`src/rtl/sine_phase_sequencer_if.sv`:
```
// Bundle for the sine sequencer: run enable, config handshake, ROM port and DAC output.
// master = system/test side, slave = sequencer.
interface sine_phase_sequencer_if #(
  parameter int PHASE_W = 16,
  parameter int ADDR_W  = 7,
  parameter int DIV_W   = 8
);
  logic               en;
  logic               cfg_valid;
  logic               cfg_ready;
  logic [PHASE_W-1:0] cfg_step;
  logic [DIV_W-1:0]   cfg_div;
  logic               rom_rd;
  logic [ADDR_W-1:0]  rom_addr;
  logic [8:0]         rom_data;
  logic [9:0]         sample;
  logic               sample_valid;
  logic               wrap;

  modport master (
    output en, cfg_valid, cfg_step, cfg_div, rom_data,
    input  cfg_ready, rom_rd, rom_addr, sample, sample_valid, wrap
  );

  modport slave (
    input  en, cfg_valid, cfg_step, cfg_div, rom_data,
    output cfg_ready, rom_rd, rom_addr, sample, sample_valid, wrap
  );
endinterface

```
`src/rtl/sine_phase_sequencer.sv`:
```
// Quarter-wave sine sequencer: tick divider, phase accumulator, folded ROM addressing
// and offset DAC code reconstruction, with reconfiguration deferred to the phase wrap.
//
//   state | meaning
//   IDLE  | no ticks; configs load directly into step/div
//   RUN   | ticking; configs park in the pending slot until a carrying tick
module sine_phase_sequencer #(
  parameter int PHASE_W = 16,
  parameter int ADDR_W  = 7,
  parameter int DIV_W   = 8
) (
  input  logic                  clk,
  input  logic                  rst,
  sine_phase_sequencer_if.slave bus
);

  typedef enum logic {ST_IDLE, ST_RUN} state_t;

  state_t             state_q, state_d;
  logic [PHASE_W-1:0] phase_q, phase_d;
  logic [PHASE_W-1:0] step_q, step_d;
  logic [PHASE_W-1:0] pstep_q, pstep_d;
  logic [DIV_W-1:0]   div_q, div_d;
  logic [DIV_W-1:0]   pdiv_q, pdiv_d;
  logic [DIV_W-1:0]   div_cnt_q, div_cnt_d;
  logic               configured_q, configured_d;
  logic               pending_q, pending_d;
  logic [1:0]         quad_q, quad_d;
  logic               rd_q, rd_d;
  logic               wrap_q, wrap_d;
  logic [9:0]         sample_q, sample_d;
  logic               sample_valid_q, sample_valid_d;

  logic               tick;
  logic               carry;
  logic               accept;
  logic [PHASE_W-1:0] phase_sum;
  logic [1:0]         quad;
  logic [ADDR_W-1:0]  idx;

  assign accept = bus.cfg_valid & ~pending_q;
  assign quad   = phase_q[PHASE_W-1 -: 2];
  assign idx    = phase_q[PHASE_W-3 -: ADDR_W];
  assign {carry, phase_sum} = {1'b0, phase_q} + {1'b0, step_q};
  // en low wins over a coincident terminal count
  assign tick   = (state_q == ST_RUN) & bus.en & (div_cnt_q == div_q);

  assign bus.cfg_ready    = ~pending_q;
  assign bus.rom_rd       = tick;
  assign bus.rom_addr     = quad[0] ? ~idx : idx;
  assign bus.sample       = sample_q;
  assign bus.sample_valid = sample_valid_q;
  assign bus.wrap         = wrap_q;

  always_comb begin
    state_d        = state_q;
    phase_d        = phase_q;
    step_d         = step_q;
    pstep_d        = pstep_q;
    div_d          = div_q;
    pdiv_d         = pdiv_q;
    div_cnt_d      = div_cnt_q;
    configured_d   = configured_q;
    pending_d      = pending_q;
    quad_d         = quad_q;
    rd_d           = 1'b0;
    wrap_d         = 1'b0;
    sample_d       = sample_q;
    sample_valid_d = 1'b0;

    case (state_q)
      ST_IDLE: begin
        if (accept) begin
          step_d       = bus.cfg_step;
          div_d        = bus.cfg_div;
          configured_d = 1'b1;
        end
        // preload the terminal count so the first tick lands in the entry cycle
        if (bus.en && configured_q) begin
          state_d   = ST_RUN;
          div_cnt_d = div_d;
        end
      end
      ST_RUN: begin
        if (!bus.en) begin
          state_d   = ST_IDLE;
          phase_d   = '0;
          div_cnt_d = '0;
          sample_d  = 10'd512;
          if (pending_q) begin
            step_d    = pstep_q;
            div_d     = pdiv_q;
            pending_d = 1'b0;
          end else if (accept) begin
            step_d = bus.cfg_step;
            div_d  = bus.cfg_div;
          end
        end else begin
          if (accept) begin
            pending_d = 1'b1;
            pstep_d   = bus.cfg_step;
            pdiv_d    = bus.cfg_div;
          end
          if (rd_q) begin
            sample_d = quad_q[1] ? (10'd511 - {1'b0, bus.rom_data})
                                 : (10'd512 + {1'b0, bus.rom_data});
          end
          sample_valid_d = rd_q;
          if (tick) begin
            phase_d   = phase_sum;
            quad_d    = quad;
            rd_d      = 1'b1;
            wrap_d    = carry;
            div_cnt_d = '0;
            if (carry && pending_q) begin
              step_d    = pstep_q;
              div_d     = pdiv_q;
              pending_d = 1'b0;
            end
          end else begin
            div_cnt_d = div_cnt_q + DIV_W'(1);
          end
        end
      end
      default: state_d = ST_IDLE;
    endcase
  end

  always_ff @(posedge clk) begin
    if (rst) begin
      state_q        <= ST_IDLE;
      phase_q        <= '0;
      step_q         <= '0;
      pstep_q        <= '0;
      div_q          <= '0;
      pdiv_q         <= '0;
      div_cnt_q      <= '0;
      configured_q   <= 1'b0;
      pending_q      <= 1'b0;
      quad_q         <= 2'd0;
      rd_q           <= 1'b0;
      wrap_q         <= 1'b0;
      sample_q       <= 10'd512;
      sample_valid_q <= 1'b0;
    end else begin
      state_q        <= state_d;
      phase_q        <= phase_d;
      step_q         <= step_d;
      pstep_q        <= pstep_d;
      div_q          <= div_d;
      pdiv_q         <= pdiv_d;
      div_cnt_q      <= div_cnt_d;
      configured_q   <= configured_d;
      pending_q      <= pending_d;
      quad_q         <= quad_d;
      rd_q           <= rd_d;
      wrap_q         <= wrap_d;
      sample_q       <= sample_d;
      sample_valid_q <= sample_valid_d;
    end
  end

endmodule

```
`src/flat_wrapper.sv`:
```
// flat-port wrapper written by rule: the top's interface ports become plain ports
module sine_phase_sequencer_flat 
#(
  parameter int PHASE_W = 16,
  parameter int ADDR_W  = 7,
  parameter int DIV_W   = 8
)
  (clk, rst, bus_en, bus_cfg_valid, bus_cfg_step, bus_cfg_div, bus_rom_data, bus_cfg_ready, bus_rom_rd, bus_rom_addr, bus_sample, bus_sample_valid, bus_wrap);
  sine_phase_sequencer_if #(.PHASE_W(PHASE_W), .ADDR_W(ADDR_W), .DIV_W(DIV_W)) bus_i ();
  input  logic clk;
  input  logic rst;
  input wire logic [$bits(bus_i.en)-1:0] bus_en;
  input wire logic [$bits(bus_i.cfg_valid)-1:0] bus_cfg_valid;
  input wire logic [$bits(bus_i.cfg_step)-1:0] bus_cfg_step;
  input wire logic [$bits(bus_i.cfg_div)-1:0] bus_cfg_div;
  input wire logic [$bits(bus_i.rom_data)-1:0] bus_rom_data;
  output wire logic [$bits(bus_i.cfg_ready)-1:0] bus_cfg_ready;
  output wire logic [$bits(bus_i.rom_rd)-1:0] bus_rom_rd;
  output wire logic [$bits(bus_i.rom_addr)-1:0] bus_rom_addr;
  output wire logic [$bits(bus_i.sample)-1:0] bus_sample;
  output wire logic [$bits(bus_i.sample_valid)-1:0] bus_sample_valid;
  output wire logic [$bits(bus_i.wrap)-1:0] bus_wrap;
  assign bus_i.en = bus_en;
  assign bus_i.cfg_valid = bus_cfg_valid;
  assign bus_i.cfg_step = bus_cfg_step;
  assign bus_i.cfg_div = bus_cfg_div;
  assign bus_i.rom_data = bus_rom_data;
  assign bus_cfg_ready = bus_i.cfg_ready;
  assign bus_rom_rd = bus_i.rom_rd;
  assign bus_rom_addr = bus_i.rom_addr;
  assign bus_sample = bus_i.sample;
  assign bus_sample_valid = bus_i.sample_valid;
  assign bus_wrap = bus_i.wrap;
  sine_phase_sequencer #(.PHASE_W(PHASE_W), .ADDR_W(ADDR_W), .DIV_W(DIV_W)) u_core (.clk(clk), .rst(rst), .bus(bus_i));
endmodule
```
`config.mk`:
```
export PLATFORM = sky130hd
export DESIGN_NAME = sine_phase_sequencer_flat
export DESIGN_NICKNAME = d
export VERILOG_FILES = /design/src/rtl/sine_phase_sequencer_if.sv /design/src/rtl/sine_phase_sequencer.sv /design/src/flat_wrapper.sv
export SDC_FILE = /design/constraint.sdc
export NUM_CORES = 1
export LEC_CHECK = 0
export CAP_MARGIN = 20
export CORE_ASPECT_RATIO = 2
export CORE_MARGIN = 3
export CORE_UTILIZATION = 55
export DETAILED_ROUTE_END_ITERATION = 6
export DONT_BUFFER_PORTS = 1
export PLACE_DENSITY = 0.73
export SLEW_MARGIN = 20
export SYNTH_ARGS = -nofsm -noshare
export SYNTH_HDL_FRONTEND = slang
export SYNTH_SLANG_ARGS = --single-unit
```
`constraint.sdc`:
```
create_clock -name clk -period 2.9 [get_ports clk]
set_input_delay 0.87 -clock clk [delete_from_list [all_inputs] [get_ports clk]]
set_output_delay 0.87 -clock clk [all_outputs]
set_load 0.05 [all_outputs]
```
# After elaboration in Yosys (flattened, before gate mapping)
# Index checks and enable logic that the tools add are counted.
[totals] in_bits=37 latch_bits=0 word_cells=72 mem_bits_rw=0 output_inout_bits=21 mem_count=0 rom_bits=0 ff_bits=90
[op_classes] bitwise_logic=8 reduce_logical=10 n_addsub=4 shift=0 n_eq_ne=6 multipliers=0 order_cmp=0 div=0 n_mux=30
[ops] operator="16-bit 2-to-1 mux" count=7
[ops] operator="8-bit 2-to-1 mux" count=8
[ops] operator="16-bit one-hot mux with 2 select lines" count=1
[ops] operator="8-bit one-hot mux with 2 select lines" count=2
[ops] operator="10-bit 2-to-1 mux" count=3
[ops] operator="16-bit by 16-bit adder with 17-bit output" count=1
[ops] operator="10-bit by 9-bit adder with 10-bit output, first input constant" count=1
[ops] operator="9-bit by 9-bit subtractor with 10-bit output, first input constant" count=1
[ops] operator="8-bit by 1-bit adder with 8-bit output, second input constant" count=1
[ops] operator="8-bit equality test" count=1
[ops] operator="2-bit AND reduction" count=4
[ops] operator="1-bit 2-to-1 mux" count=7
[ops] operator="7-bit 2-to-1 mux" count=1
[ops] operator="7-bit inverter" count=1
[ops] operator="2-bit by 1-bit != test with 1-bit output, second input constant" count=3
[ops] operator="3-bit != test, second input constant" count=2
[ops] operator="3-bit AND reduction" count=2
[ops] operator="1-bit inverter" count=4
[ops] operator="4-bit OR reduction" count=1
[ops] operator="1-bit AND" count=3
[ops] operator="3-bit OR reduction" count=1
[ops] operator="1-bit logical AND" count=2
[ops] operator="1-bit one-hot mux with 2 select lines" count=1

# Depth between registers and ports, before layout
# Gate-level depths: netlist of run 1.
[logic_depth] ltp_word=6 ltp_mapped=11 ltp_nobuf=9

# Least setup slack after synthesis of run 1
# No wires, ideal clock.
[synth_path] path_type="input port to output port" startpoint="in bus_en" endpoint="out bus_rom_rd" path_stages=3 t_arrival_ns=2.098 path_buffers=1 slack_ns=-0.068 cell_sequence="buf_2 nand2_1 nor4_2"
[synth_between] elab_chain_len=2
[synth_rtl] element="start, declared" line="flat_wrapper.sv:12" source="input wire logic [$bits(bus_i.en)-1:0] bus_en;"
[synth_rtl] element="1-bit AND (2 in series)" line="sine_phase_sequencer.sv:46" source="assign tick = (state_q == ST_RUN) & bus.en & (div_cnt_q == div_q);"
[synth_rtl] element="end, declared" line="flat_wrapper.sv:18" source="output wire logic [$bits(bus_i.rom_rd)-1:0] bus_rom_rd;"
# Every way passes these cells.

# Final worst setup path of run 1
[layout_path] startpoint="reg u_core.div_cnt_q[4]" endpoint="out bus_rom_rd"
[layout_between] elab_chain_len=2
[layout_rtl] element="start, declared" line="sine_phase_sequencer.sv:25" source="logic [DIV_W-1:0] div_cnt_q, div_cnt_d;"
[layout_rtl] element="start signal, assigned" line="sine_phase_sequencer.sv:152" source="div_cnt_q <= div_cnt_d;"
[layout_rtl] element="8-bit equality test" line="sine_phase_sequencer.sv:46"
[layout_rtl] element="1-bit AND" line="sine_phase_sequencer.sv:46"
# Every way passes these cells.

==> results of run 1 <==
==> sequential cells by signal (all words and copies together) (netlist names) <==
register                 cells
u_core.quad_q                1
u_core.pending_q             1
u_core.bus.sample_valid      1
u_core.bus.sample           10
u_core.pdiv_q                8
u_core.state_q               1
u_core.step_q               16
u_core.rd_q                  1
u_core.div_q                 8
u_core.div_cnt_q             8
u_core.bus.wrap              1
u_core.configured_q          1
u_core.phase_q              16
u_core.pstep_q              16
==> worst max-delay path by stage <==
stage,startpoint,end,cells after the start
detailed placement,u_core.step_q[0],u_core.step_q[11],9
CTS,u_core.step_q[0],u_core.div_q[7],9
floorplan,bus_en,bus_rom_rd,3
global placement,u_core.step_q[0],u_core.step_q[9],9
global route,u_core.div_cnt_q[4],bus_rom_rd,5
finish,u_core.div_cnt_q[4],bus_rom_rd,5
==> power by group <==
group          switching [uW]  internal, uW  total, uW
Sequential               43.5          1270       1310
Clock                     520           763       1280
Combinational             202           146        348
Total                     765          2170       2940
==> critical path, delay by kind of cell (launching register included) <==
family / cells / cell delay, ns
flops: 1 / 0.36
xor+xnor: 1 / 0.20
simple gates: 3 / 0.73
buf+inv: 1 / 0.24
==> metal layers <==
metal	wire, um	up-vias	GRT usage
met3	674	41	0.05463
li1	-	2393	-
met2	7751	134	0.4606
met5	0	-	0
met4	476	0	0.1200
met1	5297	2373	0.2766
==> final cells by class <==
type	count	area, sq um	area share
clock buffer	9	225.2	0.03880
clock inverter	7	98.84	0.01703
inverter	10	37.54	0.006467
multi-input combinational	525	3303	0.5691
sequential	89	1782	0.3070
tap	130	162.7	0.02802
timing repair buffer	26	195.2	0.03363
==> cell usage after synthesis, types with 4 or more instances <==
cell and instances:
nor2_1 52, mux2i_1 9, a21oi_1 59, dfxtp_1 89, nor3_1 5, nor3b_1 23
a22oi_1 39, xor2_1 27, xnor2_1 11, a211oi_1 4, nand3_1 10, nor2b_1 4
and3_1 6, a22o_2 5, clkbuf_1 31, buf_6 4, o21ai_0 13, nand2_1 126
nand2b_1 24, ha_1 17, inv_1 10, o311ai_0 18, o2111ai_1 4, a31oi_1 17
buf_2 12
==> logic make-up after synthesis <==
group / after synthesis
adders and majority gates: 18
and+or+nand+nor: 267
buffers and inverters: 62
xor gates and xnor gates: 38
muxes: 12
AOI/OAI and AO/OA: 189
DFF: 89
==> metrics by stage <==
step | utilization | cells | hold WS, ns | cell area, sq um
3_3_place_gp | 0.5792 | 779 | 0.4369 | 5472
4_1_cts | 0.6135 | 795 | 0.4499 | 5796
2_1_floorplan | - | 675 | 0.4357 | 5351
6_report | 0.6144 | 796 | 0.4530 | 5804
3_5_place_dp | 0.5792 | 779 | 0.4404 | 5472
5_1_grt | 0.6144 | 796 | 0.4635 | 5804
==> impl_metrics.env, run 1 <==
export IMPL_syn_area_sq_um=5343
export IMPL_synth_seq_area_share=0.3335
export IMPL_synthFlopType="dfxtp_1"
export IMPL_ir_drop_mv=0.3138
export IMPL_skew_ns=0.006189
export IMPL_clk_latency_ns=0.35
export IMPL_critPathMaxFanout=5
export IMPL_dr_pass1_iters=5
export IMPL_synthAdderAreaFrac=0.04356
export IMPL_most_common_layout_cells="126 x nand2_1, 89 x dfxtp_1, 59 x a21oi_1"
export IMPL_die_area_sq_um=11000
export IMPL_min_to="u_core.pdiv_q[2]"
export IMPL_muxShareOfSynthArea=0.02319
export IMPL_clkSinkCount=89
export IMPL_die_height_um=145.4
export IMPL_die_w_um=75.69
export IMPL_layout_setup_ws_ns=0.1459
export IMPL_cp_end_kind="output pin"
export IMPL_rr_worst_depth=9
export IMPL_final_common_cell="nand2_1"
export IMPL_startpoint_type="flop"
export IMPL_fmax_mhz=363.1
export IMPL_syn_to_final_growth_pct=8.642
export IMPL_hold_viol=0
export IMPL_synth_largest_area_cell="dfxtp_1"
export IMPL_hpwl_um=9853
export IMPL_ys_types=62
export IMPL_overflow=0
export IMPL_row_count=50
export IMPL_wl_per_cell_um=17.84
export IMPL_relSlewSlack=0.4850
export IMPL_synth_edf_count=0
export IMPL_arrival_ns=1.88
export IMPL_slowest_delay_ns=0.36
export IMPL_finalSetupViolCount=0
export IMPL_ys_top_cells_by_area="dfxtp_1 33%, nand2_1 8.9%, a21oi_1 5.5%"
export IMPL_grt_max_degree=108
export IMPL_tightest_slew_ns=0.7725
export IMPL_drt_total_wl_um=14200
export IMPL_rsz0062_at_grt="false"
export IMPL_maxCapViolations=0
export IMPL_p_leak_uw=0.002229
export IMPL_via_per_inst=6.207
export IMPL_async_flop_share=0
export IMPL_drv_slew=0
export IMPL_hold_class="flop to flop"
export IMPL_io_buffers=0
export IMPL_synth_simple_area_share=0.2389
export IMPL_fin_tns_setup_ns=0
export IMPL_vias=4941
export IMPL_syn_area_per_cell_sq_um=7.915
export IMPL_hold_buffers=0
export IMPL_worstHoldStart="u_core.pdiv_q[2]"
export IMPL_h_tree_depth=3
export IMPL_rr_endpoint="u_core.div_q[6]"
export IMPL_synth_top_cell_area_share=0.3335
export IMPL_grt_pass1_wl_um=22310
export IMPL_drive_gt1_frac=0.09910
export IMPL_synth_compound_area_share=0.2447
export IMPL_track_usage=0.2590
export IMPL_path_cells="xor2_1 > nor4_1 > nand3_1 > nor4_4 > buf_4"
export IMPL_grt_pass1_vias=4806
export IMPL_clock_path_buffers=2
export IMPL_initial_utilization=0.5656
export IMPL_synth_xor_area_share=0.06230
export IMPL_pre_cts_ws_ns=0.1369
export IMPL_numCtsBuffers=9
export IMPL_criticalPathCategory="flop to output pin"
export IMPL_antenna_found_initial=0
export IMPL_post_cts_resized=0
export IMPL_synthCells=675
export IMPL_power_uw=2939
export IMPL_num_io_pins=58
export IMPL_yosysWarningCount=0
export IMPL_min_period_ns=2.754
export IMPL_path_clk_slew_ns=0.07
export IMPL_r2r_slack_ns=0.24
export IMPL_diodes=0
export IMPL_drc=0
export IMPL_r2r_start="u_core.step_q[0]"
export IMPL_nets=716
export IMPL_status="complete, no violations"
export IMPL_synth_fp_nets=730
export IMPL_cp_slowest_cell="dfxtp_1"
export IMPL_cts_root_buf="clkbuf_16"
export IMPL_synth_top_family_by_area="compound AO/OA/AOI/OAI gates"
export IMPL_drt_iter0_markers=395
export IMPL_post_cts_buffers=0
export IMPL_min_path_cells=2
export IMPL_fillerInstances=848
export IMPL_required_ns=2.03
export IMPL_ys_ff_latch=89
export IMPL_place_congestion=0.9171
export IMPL_ant_nets=0
export IMPL_cts_tree="yes"
export IMPL_core_area_sq_um=9447
export IMPL_post_route_period_util=0.9497
export IMPL_p_per_area_nw_per_um2=506.4
(Power assumes the default switching activity.)
==> run 2, diff against run 1 <==
- CELL_PAD_IN_SITES_DETAIL_PLACEMENT: not set -> 1
- CELL_PAD_IN_SITES_GLOBAL_PLACEMENT: not set -> 1
- CORE_UTILIZATION: 55 -> 48
- PLACE_DENSITY: 0.73 -> 0.83
==> run 2 against run 1 <==
Via count increased by 2.3%. Core utilization decreased by 6.9 points. Sequential share of layout area decreased by 0.086 points. Wire length increased by 17%. Critical endpoint unchanged. Largest cell class unchanged.
==> impl_metrics.env, run 2 (synthesis gave the netlist of run 1 again) <==
export IMPL_status="complete, no violations"
export IMPL_num_io_pins=58
export IMPL_rr_worst_depth=9
export IMPL_required_ns=2.03
export IMPL_reg_top3="u_core.phase_q x16, u_core.pstep_q x16, u_core.step_q x16"
export IMPL_slowest_delay_ns=0.36
export IMPL_pre_cts_ws_ns=0.04655
export IMPL_drive_gt1_frac=0.09745
export IMPL_nets=717
export IMPL_p_leak_uw=0.002221
export IMPL_drc=0
export IMPL_p_int_uw=2106
export IMPL_fmax_mhz=358.6
export IMPL_critPathMaxFanout=5
export IMPL_finalSetupViolCount=0
export IMPL_rr_endpoint="u_core.div_q[4]"
export IMPL_path_buf_inv=1
export IMPL_worstHoldStart="u_core.pstep_q[4]"
export IMPL_cts_tree="yes"
export IMPL_combPwrFrac=0.127
export IMPL_p_clk_frac=0.415
export IMPL_diodes=0
export IMPL_arrival_ns=1.92
export IMPL_path_clk_slew_ns=0.06
export IMPL_drt_iter0_markers=218
export IMPL_cp_end_kind="output pin"
export IMPL_criticalPathCategory="flop to output pin"
export IMPL_hold_buffers=0
export IMPL_met2_usage=0.5091
export IMPL_clkSinkCount=89
export IMPL_grt_pass1_vias=5465
export IMPL_via_per_inst=6.287
export IMPL_p_per_area_nw_per_um2=492.4
export IMPL_p_sw_frac=0.2650
export IMPL_clock_path_buffers=2
export IMPL_io_buffers=0
export IMPL_drt_total_wl_um=16580
export IMPL_initial_utilization=0.5004
export IMPL_most_common_layout_cells="126 x nand2_1, 89 x dfxtp_1, 59 x a21oi_1"
export IMPL_final_common_cell="nand2_1"
export IMPL_r2r_start="u_core.step_q[0]"
export IMPL_cts_root_buf="clkbuf_16"
export IMPL_vias=5055
export IMPL_cp_slowest_cell="dfxtp_1"
export IMPL_core_area_sq_um=10680
export IMPL_hold_viol=0
export IMPL_min_path_cells=2
export IMPL_numCtsBuffers=9
export IMPL_cp_top_family="simple AND/OR/NAND/NOR gates"
export IMPL_ir_drop_mv=0.3344
export IMPL_die_w_um=80.60
export IMPL_die_area_sq_um=12510
export IMPL_maxCapViolations=0
export IMPL_relSlewSlack=0.4868
export IMPL_fin_tns_setup_ns=0
export IMPL_syn_to_final_growth_pct=8.946
export IMPL_stdcell_count=804
export IMPL_layout_setup_ws_ns=0.1116
export IMPL_antenna_found_initial=0
export IMPL_worstSetupPathDepth=5
export IMPL_post_route_period_util=0.9615
export IMPL_drv_slew=0
export IMPL_hold_class="flop to flop"
export IMPL_min_to="u_core.pstep_q[4]"
export IMPL_overflow=0
export IMPL_die_height_um=155.2
export IMPL_power_switching_uw=759.4
export IMPL_skew_ns=0.006151
export IMPL_clk_latency_ns=0.34
export IMPL_met1_usage=0.2775
export IMPL_h_tree_depth=3
export IMPL_dr_pass1_iters=4
export IMPL_fillerInstances=1319
export IMPL_grt_busiest_layer="met2"
export IMPL_wl_per_cell_um=20.62
export IMPL_row_count=53
export IMPL_r2r_slack_ns=0.21
export IMPL_multiInputGateArea_sq_um=3303
export IMPL_grt_pass1_wl_um=26940
export IMPL_numPlacedInstances=785
export IMPL_min_period_ns=2.788
export IMPL_seqPwrFrac=0.458
export IMPL_tightest_slew_ns=0.7697
export IMPL_whs_ns=0.4550
export IMPL_place_congestion=0.8958
export IMPL_startpoint_type="flop"
export IMPL_hpwl_um=11730
export IMPL_grtUsageMet3=0.05504
export IMPL_post_cts_resized=0
export IMPL_grt_max_degree=108
export IMPL_path_cells="xor2_1 > nor4_1 > nand3_1 > nor4_4 > buf_4"
export IMPL_regArea_sq_um=1782
export IMPL_ant_nets=0
export IMPL_track_usage=0.2757
## run 2: cell count changes in the layout (fill, tap and decap cells not counted), sizes merged
cell	delta
buf	+1
bufinv	-1
clkbuf	+3
clkinv	-1
clkinvlp	+2
inv	-3
## run 2: worst max path at each step
stage | startpoint | to | slack (ns)
floorplan | bus_en | bus_rom_rd | 0.23
global placement | u_core.step_q[0] | u_core.pending_q | 0.18
detailed placement | u_core.step_q[0] | u_core.pending_q | 0.05
CTS | u_core.step_q[0] | u_core.pending_q | 0.01
global route | u_core.step_q[0] | u_core.pending_q | -0.007
finish | u_core.div_cnt_q[4] | bus_rom_rd | 0.11
## run 2: per-layer routing
| metal | part of all wire | routed length [um] |
|---|---|---|
| met5 | 0 | 0 |
| met4 | 0.047 | 786 |
| met3 | 0.038 | 636 |
| met2 | 0.55 | 9169 |
| met1 | 0.36 | 5983 |
## run 2: per-stage QoR
step                        util  power (uW)  instance area [sq um]
after global routing      0.5452        2983                   5821
after global placement    0.5149        1671                   5498
after detailed placement  0.5149        1696                   5498
after floorplan                -        1618                   5351
final                     0.5452        2866                   5821
after CTS                 0.5430        2891                   5797
## run 2: worst reg2reg max path: stages, from the launching register on
cell	delay, ns
dfxtp_1	0.37
ha_1	0.18
inv_1	0.06
fa_1	0.45
nand2b_1	0.21
a21oi_2	0.21
o31a_2	0.30
a21oi_4	0.14
or4_1	0.55
o2111ai_1	0.13
## run 2: cell type report
cell class,count,share of cell area
clock buffer,12,0.04235
timing repair buffer,27,0.03912
inverter,10,0.006449
tap,137,0.02945
sequential,89,0.3061
multi-input combinational,525,0.5675
clock inverter,4,0.009028
## run 2: power groups by stage
stage          Sequential (uW)  Clock (uW)  Combinational [uW]
5_1_grt                   1320        1260                 403
6_report                  1310        1190                 364
3_5_place_dp              1340           0                 359
2_1_floorplan             1320           0                 297
3_3_place_gp              1330           0                 336
4_1_cts                   1310        1220                 363
## run 2: repair_timing
action,CTS,global route
setup buffers,0,2
setup endpoints to repair,0,13
endpoints found under the hold margin,0,0
==> run 3, diff against run 2 <==
- CORE_ASPECT_RATIO: 2 -> 0.7
==> run 3 against run 2 <==
Combinational power shrank 2%. Power rose by 3.1%. Clock power is 8% higher. Sequential power about the same.
==> impl_metrics.env, run 3 (synthesis gave the netlist of run 1 again) <==
export IMPL_hold_class="flop to flop"
export IMPL_clk_latency_ns=0.34
export IMPL_place_congestion=0.8926
export IMPL_hold_viol=0
export IMPL_path_clk_slew_ns=0.07
export IMPL_nets=711
export IMPL_clkSinkCount=89
export IMPL_status="complete, no violations"
export IMPL_required_ns=2.03
export IMPL_drt_total_wl_um=16450
export IMPL_initial_utilization=0.5045
export IMPL_rr_worst_depth=10
export IMPL_p_per_area_nw_per_um2=511.1
export IMPL_wl_per_cell_um=20.35
export IMPL_final_common_cell="nand2_1"
export IMPL_met2_usage=0.4352
export IMPL_grt_pass1_wl_um=26940
export IMPL_cts_root_buf="clkbuf_16"
export IMPL_via_per_inst=6.233
export IMPL_drive_gt1_frac=0.08939
export IMPL_num_io_pins=58
export IMPL_arrival_ns=1.86
export IMPL_grt_max_degree=108
export IMPL_design_area_sq_um=5782
export IMPL_p_leak_uw=0.002209
export IMPL_fmax_mhz=366.3
export IMPL_criticalPathCategory="flop to output pin"
export IMPL_min_period_ns=2.730
export IMPL_maxCapViolations=0
export IMPL_critPathMaxFanout=4
export IMPL_drt_iter0_markers=364
export IMPL_ir_drop_mv=0.2814
export IMPL_vias=5036
export IMPL_tightest_slew_ns=0.7552
export IMPL_track_usage=0.2674
export IMPL_post_route_period_util=0.9413
export IMPL_drc=0
export IMPL_grtUsageMet3=0.05300
export IMPL_skew_ns=0.009175
export IMPL_reg_top3="u_core.phase_q x16, u_core.pstep_q x16, u_core.step_q x16"
export IMPL_cts_tree="yes"
export IMPL_most_common_layout_cells="126 x nand2_1, 88 x dfxtp_1, 59 x a21oi_1"
export IMPL_hpwl_um=11250
export IMPL_min_path_cells=2
export IMPL_core_area_sq_um=10590
export IMPL_cp_end_kind="output pin"
export IMPL_syn_to_final_growth_pct=8.220
export IMPL_h_tree_depth=3
export IMPL_placed_cell_area_sq_um=5454
export IMPL_die_w_um=132.1
export IMPL_met1_usage=0.3634
export IMPL_grt_pass1_vias=5132
export IMPL_drv_slew=0
export IMPL_row_count=31
export IMPL_numCtsBuffers=9
export IMPL_startpoint_type="flop"
export IMPL_io_buffers=0
export IMPL_overflow=0
export IMPL_whs_ns=0.4550
export IMPL_die_area_sq_um=12450
export IMPL_rsz0062_at_grt="false"
export IMPL_die_height_um=94.27
export IMPL_ant_nets=0
export IMPL_finalSetupViolCount=0
export IMPL_relSlewSlack=0.4932
export IMPL_dr_pass1_iters=4
export IMPL_grt_busiest_layer="met2"
export IMPL_antenna_found_initial=0
export IMPL_diodes=0
export IMPL_fin_tns_setup_ns=0
export IMPL_hold_buffers=0
export IMPL_clock_path_buffers=2
export IMPL_power_uw=2955
## run 3: metrics by stage
stage / util / setup WS, ns / std cells
2_1_floorplan: - / 0.2306 / 675
3_3_place_gp: 0.5151 / 0.3131 / 793
3_5_place_dp: 0.5151 / 0.1420 / 793
4_1_cts: 0.5452 / 0.09285 / 808
5_1_grt: 0.5460 / 0.003593 / 808
6_report: 0.5460 / 0.1702 / 808
## run 3: area by class of cell
class | instances | area (sq um)
clock buffer | 11 | 242.7
clock inverter | 4 | 76.32
fill | 1298 | 4807
inverter | 10 | 37.54
multi-input combinational | 524 | 3284
sequential | 89 | 1783
tap | 148 | 185.2
timing repair buffer | 22 | 172.7
## run 3: report_power, final
part | total (uW) | internal, uW | switching [uW]
clock network | 1280 | 778 | 505
logic | 355 | 142 | 213
registers | 1320 | 1270 | 51.5
## run 3: timing repair
action                     CTS  global route
hold endpoints to repair     0             0
setup buffers                0             0
gates resized for setup      0             3
setup endpoints to repair    0            10
## run 3: final timing paths
check	endpoint	slack, ns	startpoint
worst min-delay path	u_core.pstep_q[10]	0.45	u_core.pstep_q[10]
worst min register to register	u_core.pstep_q[10]	0.45	u_core.pstep_q[10]
worst max register to register	u_core.pending_q	0.23	u_core.step_q[0]
worst max-delay path	bus_rom_rd	0.17	u_core.div_cnt_q[0]
## run 3: worst max-delay path, cell delays in order, from the launching register on
cell and delay (ns):
dfxtp_1 0.34, xor2_1 0.21, nor4_1 0.28, nand3_1 0.16, nor4_4 0.29, buf_4 0.24
## run 3: routing by layer
metal / vias up / wire length [um]
met5: - / 0
met4: 0 / 247
met3: 25 / 893
met2: 155 / 7498
met1: 2479 / 7806
li1: 2377 / -
